<file path="src/rtl/dmem_arb_pkg.sv">
// Shared types and constants for the data-memory arbiter.
// The starvation feature is selected with the DMEM_ARB_STARVE_EN macro in dmem_arbiter.
package dmem_arb_pkg;

    localparam int DMEM_ADDR_W = 10;
    localparam int DMEM_DATA_W = 32;

    // Side that owns the read data returning from dmem next cycle
    typedef enum logic [1:0] {
        NONE = 2'd0,
        CPU  = 2'd1,
        EXT  = 2'd2
    } rd_owner_t;

    localparam logic [2:0] F3_LB  = 3'b000;
    localparam logic [2:0] F3_LH  = 3'b001;
    localparam logic [2:0] F3_LW  = 3'b010;
    localparam logic [2:0] F3_LBU = 3'b100;
    localparam logic [2:0] F3_LHU = 3'b101;
    localparam logic [2:0] F3_SB  = 3'b000;
    localparam logic [2:0] F3_SH  = 3'b001;
    localparam logic [2:0] F3_SW  = 3'b010;

endpackage

</file>
<file path="src/rtl/dmem_arb_starve_ctr.sv">
// Saturating refusal counter for the EXT port; sat forces EXT ahead of the CPU.
// Instantiated by dmem_arbiter only when DMEM_ARB_STARVE_EN is defined.
module dmem_arb_starve_ctr #(
    parameter int STARVE_MAX = 4
) (
    input  logic clk,
    input  logic reset,
    input  logic inc,
    input  logic clr,
    output logic sat
);

    logic [3:0] r_cnt;

    assign sat = (r_cnt == 4'(STARVE_MAX));

    // clr wins over inc so a grant in the saturated cycle restarts the count
    always_ff @(posedge clk or posedge reset) begin
        if (reset) begin
            r_cnt <= '0;
        end else if (clr) begin
            r_cnt <= '0;
        end else if (inc && !sat) begin
            r_cnt <= r_cnt + 4'd1;
        end
    end

endmodule

</file>
<file path="src/rtl/dmem_arbiter.sv">
// Single-cycle arbiter sharing dmem between the CPU MEM stage and one EXT requester.
// Define DMEM_ARB_STARVE_EN to bound EXT waiting; otherwise the CPU has strict priority.
module dmem_arbiter
    import dmem_arb_pkg::*;
#(
    parameter int ADDR_W     = DMEM_ADDR_W,
    parameter int DATA_W     = DMEM_DATA_W,
    parameter int STARVE_MAX = 4
) (
    input  logic              clk,
    input  logic              reset,
    input  logic              cpu_re,
    input  logic              cpu_we,
    input  logic [2:0]        cpu_funct3,
    input  logic [ADDR_W-1:0] cpu_addr,
    input  logic [DATA_W-1:0] cpu_wdata,
    output logic              cpu_stall,
    output logic [DATA_W-1:0] cpu_rdata,
    output logic              cpu_rvalid,
    input  logic              ext_req,
    input  logic              ext_we,
    input  logic [2:0]        ext_funct3,
    input  logic [ADDR_W-1:0] ext_addr,
    input  logic [DATA_W-1:0] ext_wdata,
    output logic              ext_gnt,
    output logic [DATA_W-1:0] ext_rdata,
    output logic              ext_rvalid,
    output logic              mem_re,
    output logic              mem_we,
    output logic [2:0]        mem_funct3,
    output logic [ADDR_W-1:0] mem_addr,
    output logic [DATA_W-1:0] mem_wdata,
    input  logic [DATA_W-1:0] mem_rdata
);

    if (STARVE_MAX < 1 || STARVE_MAX > 15) begin : g_bad_cfg
        $error("dmem_arbiter: STARVE_MAX must be in 1..15");
    end

    logic      w_cpu_req;
    logic      w_ext_force;
    logic      w_ext_gnt;
    logic      w_cpu_gnt;
    rd_owner_t r_rd_owner;
    rd_owner_t w_rd_owner_nxt;

    assign w_cpu_req = cpu_re | cpu_we;

`ifdef DMEM_ARB_STARVE_EN
    logic w_sat;
    logic w_inc;

    assign w_inc       = ext_req & ~w_ext_gnt;
    assign w_ext_force = w_sat;

    dmem_arb_starve_ctr #(
        .STARVE_MAX(STARVE_MAX)
    ) u_starve_ctr (
        .clk   (clk),
        .reset (reset),
        .inc   (w_inc),
        .clr   (~w_inc),
        .sat   (w_sat)
    );
`else
    assign w_ext_force = 1'b0;
`endif

    // All grants are masked while reset is high so dmem never sees a strobe
    assign w_ext_gnt = ~reset & ext_req & (~w_cpu_req | w_ext_force);
    assign w_cpu_gnt = ~reset & w_cpu_req & ~w_ext_gnt;

    assign ext_gnt   = w_ext_gnt;
    assign cpu_stall = ~reset & w_cpu_req & ~w_cpu_gnt;

    always_comb begin
        mem_re     = 1'b0;
        mem_we     = 1'b0;
        mem_funct3 = '0;
        mem_addr   = '0;
        mem_wdata  = '0;
        if (w_ext_gnt) begin
            mem_re     = ~ext_we;
            mem_we     = ext_we;
            mem_funct3 = ext_funct3;
            mem_addr   = ext_addr;
            mem_wdata  = ext_wdata;
        end else if (w_cpu_gnt) begin
            mem_re     = cpu_re;
            mem_we     = cpu_we;
            mem_funct3 = cpu_funct3;
            mem_addr   = cpu_addr;
            mem_wdata  = cpu_wdata;
        end
    end

    always_comb begin
        w_rd_owner_nxt = NONE;
        if (w_ext_gnt && !ext_we) begin
            w_rd_owner_nxt = EXT;
        end else if (w_cpu_gnt && cpu_re) begin
            w_rd_owner_nxt = CPU;
        end
    end

    always_ff @(posedge clk or posedge reset) begin
        if (reset) begin
            r_rd_owner <= NONE;
        end else begin
            r_rd_owner <= w_rd_owner_nxt;
        end
    end

    assign cpu_rvalid = (r_rd_owner == CPU);
    assign ext_rvalid = (r_rd_owner == EXT);
    assign cpu_rdata  = cpu_rvalid ? mem_rdata : '0;
    assign ext_rdata  = ext_rvalid ? mem_rdata : '0;

endmodule
</file>
<file path="config.mk">
export PLATFORM = sky130hd
export DESIGN_NAME = dmem_arbiter
export DESIGN_NICKNAME = d
export VERILOG_FILES = /design/src/rtl/dmem_arb_pkg.sv /design/src/rtl/dmem_arb_starve_ctr.sv /design/src/rtl/dmem_arbiter.sv
export SDC_FILE = /design/constraint.sdc
export NUM_CORES = 1
export LEC_CHECK = 0
export CORE_AREA = 2 2 93 95
export CTS_CLUSTER_SIZE = 28
export DETAILED_ROUTE_END_ITERATION = 16
export DIE_AREA = 0 0 95 97
export GPL_TIMING_DRIVEN = 0
export PLACE_DENSITY = 0.75
export SYNTH_ARGS = -nofsm -noshare
export SYNTH_HDL_FRONTEND = slang
export SYNTH_SLANG_ARGS = --single-unit
</file>
<file path="constraint.sdc">
create_clock -name clk -period 1.4 [get_ports clk]
set_input_delay 0.21 -clock clk [delete_from_list [all_inputs] [get_ports clk]]
set_output_delay 0.21 -clock clk [all_outputs]
set_load 0.02 [all_outputs]
</file>
==> results.rst <==
.. list-table::
   :header-rows: 1

   * - Metric
     - Value
   * - Final std cell area, no fill
     - between 0.004 and 0.005 mm^2
   * - Worst Path Buf+Inv
     - 3
   * - Critical path type
     - register to output pin
   * - Commonest non-fill, non-tap cell in the layout
     - sky130_fd_sc_hd__clkdlybuf4s50_1
   * - H-Tree Level Count
     - 1
   * - Overall overflow remaining after global route
     - 0
   * - Met1 GRT Util
     - 22.7%
   * - Final Cycle Share
     - 109%
   * - Leakage Power
     - about 2 nW
   * - Layer with the highest usage after global routing
     - met2
   * - Post-synth net total
     - around 380
   * - Synthesized area
     - 0.00192 mm^2
   * - Routing usage on met3
     - under 10%
   * - Row count
     - 33
   * - Post-DP HPWL
     - around 8000 um
   * - Worst Setup Start Kind
     - register
   * - Overall track demand over capacity in global routing
     - a little over a fifth
   * - Worst VDD drop
     - roughly 0.00015 V
   * - Slowest cell on the critical path
     - sky130_fd_sc_hd__dfrtp_1
   * - Status
     - finished with violations
   * - Data arrival time of the critical path
     - roughly 1300 ps
   * - Power consumption
     - about 1.6 mW
   * - Largest registers
     - r_rd_owner (2)
   * - Number of detailed-routing iterations run before antenna repair
     - 4
   * - Clock Path Buffers
     - 2
   * - Final Wtd Congestion
     - 0.739
   * - Initial core utilization
     - a little under a quarter
   * - Top Family by Delay on Critical Path
     - flip-flops
   * - Placed instance area
     - roughly 0.0044 mm^2
   * - Dpl ws
     - -858 ps
   * - Placed Instances
     - between 500 and 600
   * - Wire length per cell
     - 17.6 um
   * - Capturing element type of the critical path
     - output pin
   * - Chip Height
     - 97 um
   * - CTS root buf
     - sky130_fd_sc_hd__clkbuf_8
   * - Number of max-capacitance violations reported
     - 0
   * - Final Worst Setup Slack
     - -120 ps
   * - Residual DRC count
     - 0
   * - Required @ worst endpoint
     - roughly 1200 ps
   * - Top library cells by usage in the layout, fill and taps aside
     - sky130_fd_sc_hd__clkdlybuf4s50_1 (122), sky130_fd_sc_hd__buf_6 (91), sky130_fd_sc_hd__and2_4 (64)
   * - PwrDens
     - roughly 330 mW/mm^2
   * - Violated checks
     - negative setup slack
   * - Post-layout minimum cycle time
     - approximately 1500 ps
   * - Number of vias per cell
     - about 4.9
   * - Mean post-synth cell area
     - about 7.7 um^2
   * - Post-layout instance count excluding filler cells
     - about 610
   * - Slew Limit Fails
     - 0
   * - Cts bufs inserted
     - 3
   * - Clock Pin Slew Worst Setup and Hold Paths
     - about 30 ps
   * - Via count of the first global-routing pass
     - approximately 3000
   * - Worst stage delay on the critical path
     - 380 ps
   * - Final hold violation count
     - 0
   * - Share of cells above drive strength 1
     - ~55%
   * - Number of storage elements in the synthesis netlist
     - 2
   * - Cells after Synth
     - about 250
   * - Number of warnings issued by yosys
     - 0
   * - Flip-flop count of the largest register after layout
     - 2
   * - Worst Path Max Fanout
     - 6
   * - Die footprint
     - between 0.009 and 0.01 mm^2
   * - Clock tree from TritonCTS
     - done
   * - Pin count of the biggest net entering global routing
     - 11
   * - Clock sink count
     - 2
   * - Layout-stage area growth over the synthesis result
     - 150%
   * - Number of unique standard cell types used by synthesis
     - 25
   * - Largest Register
     - r_rd_owner
   * - Post-DRT Antenna Nets
     - 0
   * - Proportion of synthesized chip area in sequential cells
     - about 2.6%
   * - Hold-fix buffer count after cts
     - 0
   * - Core outline area
     - between 0.008 and 0.009 mm^2
   * - IO Count
     - 243
   * - Final nets
     - 636
   * - Initial drt markers
     - slightly below 70
   * - Crit path top cell by count
     - sky130_fd_sc_hd__buf_6
   * - Routed wire length
     - about 11000 um
   * - DR vias
     - about 3000
   * - Antenna violations before repair
     - 1
   * - Number of I/O port buffers
     - around 240
   * - Achievable frequency
     - between 600 and 700 MHz
   * - Post-Route Hold Slack
     - ~210 ps
   * - Worst path cell trace
     - nor2b_4 -> buf_12 -> buf_6 -> and2_4 -> buf_6
   * - Worst hold-check path type
     - input port to async pin
   * - Number of setup violations in the final report
     - between 60 and 70
   * - Global-route wire length before repair
     - roughly 16000 um
   * - RSZ-0062 raised after global routing
     - true
   * - GRT met2 Usage
     - between 30% and 40%
   * - Horizontal die dimension
     - around 95 um
[routing by layer]
layer | up-vias | wire, um
met3 | 12 | 937
li1 | 1421 | -
met2 | 151 | 5780
met1 | 1386 | 3880
met5 | - | 0
met4 | 0 | 203
[final timing paths]
path	start	end	slack, ps	cells after the start
worst max-delay path	r_rd_owner[0]	cpu_rdata[20]	-120	5
worst min-delay path	reset	r_rd_owner[1]	210	3
max in group asynchronous	reset	r_rd_owner[0]	1060	3
min in group clk	cpu_re	r_rd_owner[1]	400	3
[power by group]
group          total, mW  switching (mW)  internal (mW)
Combinational       1.31           0.568          0.740
Clock              0.223          0.0415          0.181
Sequential        0.0625         0.00221         0.0603
Total               1.59           0.612          0.982
[logic make-up after synthesis]
logic type | after synthesis | share of synthesized area [%]
buf+inv | 39 | 15.4
other cells | 1 | 0.195
flops | 2 | 2.60
simple gates | 117 | 50.9
compound gates | 92 | 30.9
[synth_stat cells]
cell,instances,area [um^2]
sky130_fd_sc_hd__buf_1,2,7.51
sky130_fd_sc_hd__buf_4,4,30.0
sky130_fd_sc_hd__o21a_1,1,7.51
sky130_fd_sc_hd__o21ai_0,9,45.0
sky130_fd_sc_hd__o21ai_2,17,149
sky130_fd_sc_hd__buf_6,9,101
sky130_fd_sc_hd__a21oi_2,18,158
sky130_fd_sc_hd__and2_1,64,400
sky130_fd_sc_hd__nor2b_1,3,18.8
sky130_fd_sc_hd__nor3_2,1,10.0
sky130_fd_sc_hd__inv_1,1,3.75
sky130_fd_sc_hd__buf_8,3,45.0
sky130_fd_sc_hd__nand3b_1,1,7.51
sky130_fd_sc_hd__dfrtp_1,2,50.1
sky130_fd_sc_hd__clkbuf_1,4,15.0
sky130_fd_sc_hd__nand4bb_1,45,507
sky130_fd_sc_hd__nor3b_1,1,7.51
sky130_fd_sc_hd__a21oi_1,28,140
sky130_fd_sc_hd__conb_1,1,3.75
sky130_fd_sc_hd__nor4_4,1,21.3
sky130_fd_sc_hd__buf_2,14,70.1
sky130_fd_sc_hd__buf_12,1,20.0
sky130_fd_sc_hd__inv_2,1,3.75
sky130_fd_sc_hd__nand2b_1,1,6.26
sky130_fd_sc_hd__o21ai_1,19,95.1
[layout make-up]
type	instances	area [um^2]
diodes	1	2.50
plain buffers	37	354
clock buffers	3	41.3
fillers	725	3330
inverters	2	7.51
multi-input cells	210	1790
flip-flops and latches	2	50.0
well taps	105	131
repair buffers	252	2430
[what timing repair did]
| action | 4_1_cts | 5_1_grt |
|---|---|---|
| buffers inserted | 5 | 4 |
| resized for setup | 657 | 67 |
| endpoints found under the setup margin | 114 | 80 |
| cloned | 6 | 0 |
| pin swaps | 29 | 17 |
[metrics by stage]
step           TNS, ps  util (%)
2_1_floorplan        0         -
3_3_place_gp    -58610      54.5
3_5_place_dp    -59110      54.5
4_1_cts          -5440      56.7
5_1_grt          -9640      59.0
6_report         -6170      59.0
No activity file was read; power rests on OpenSTA's default activity.
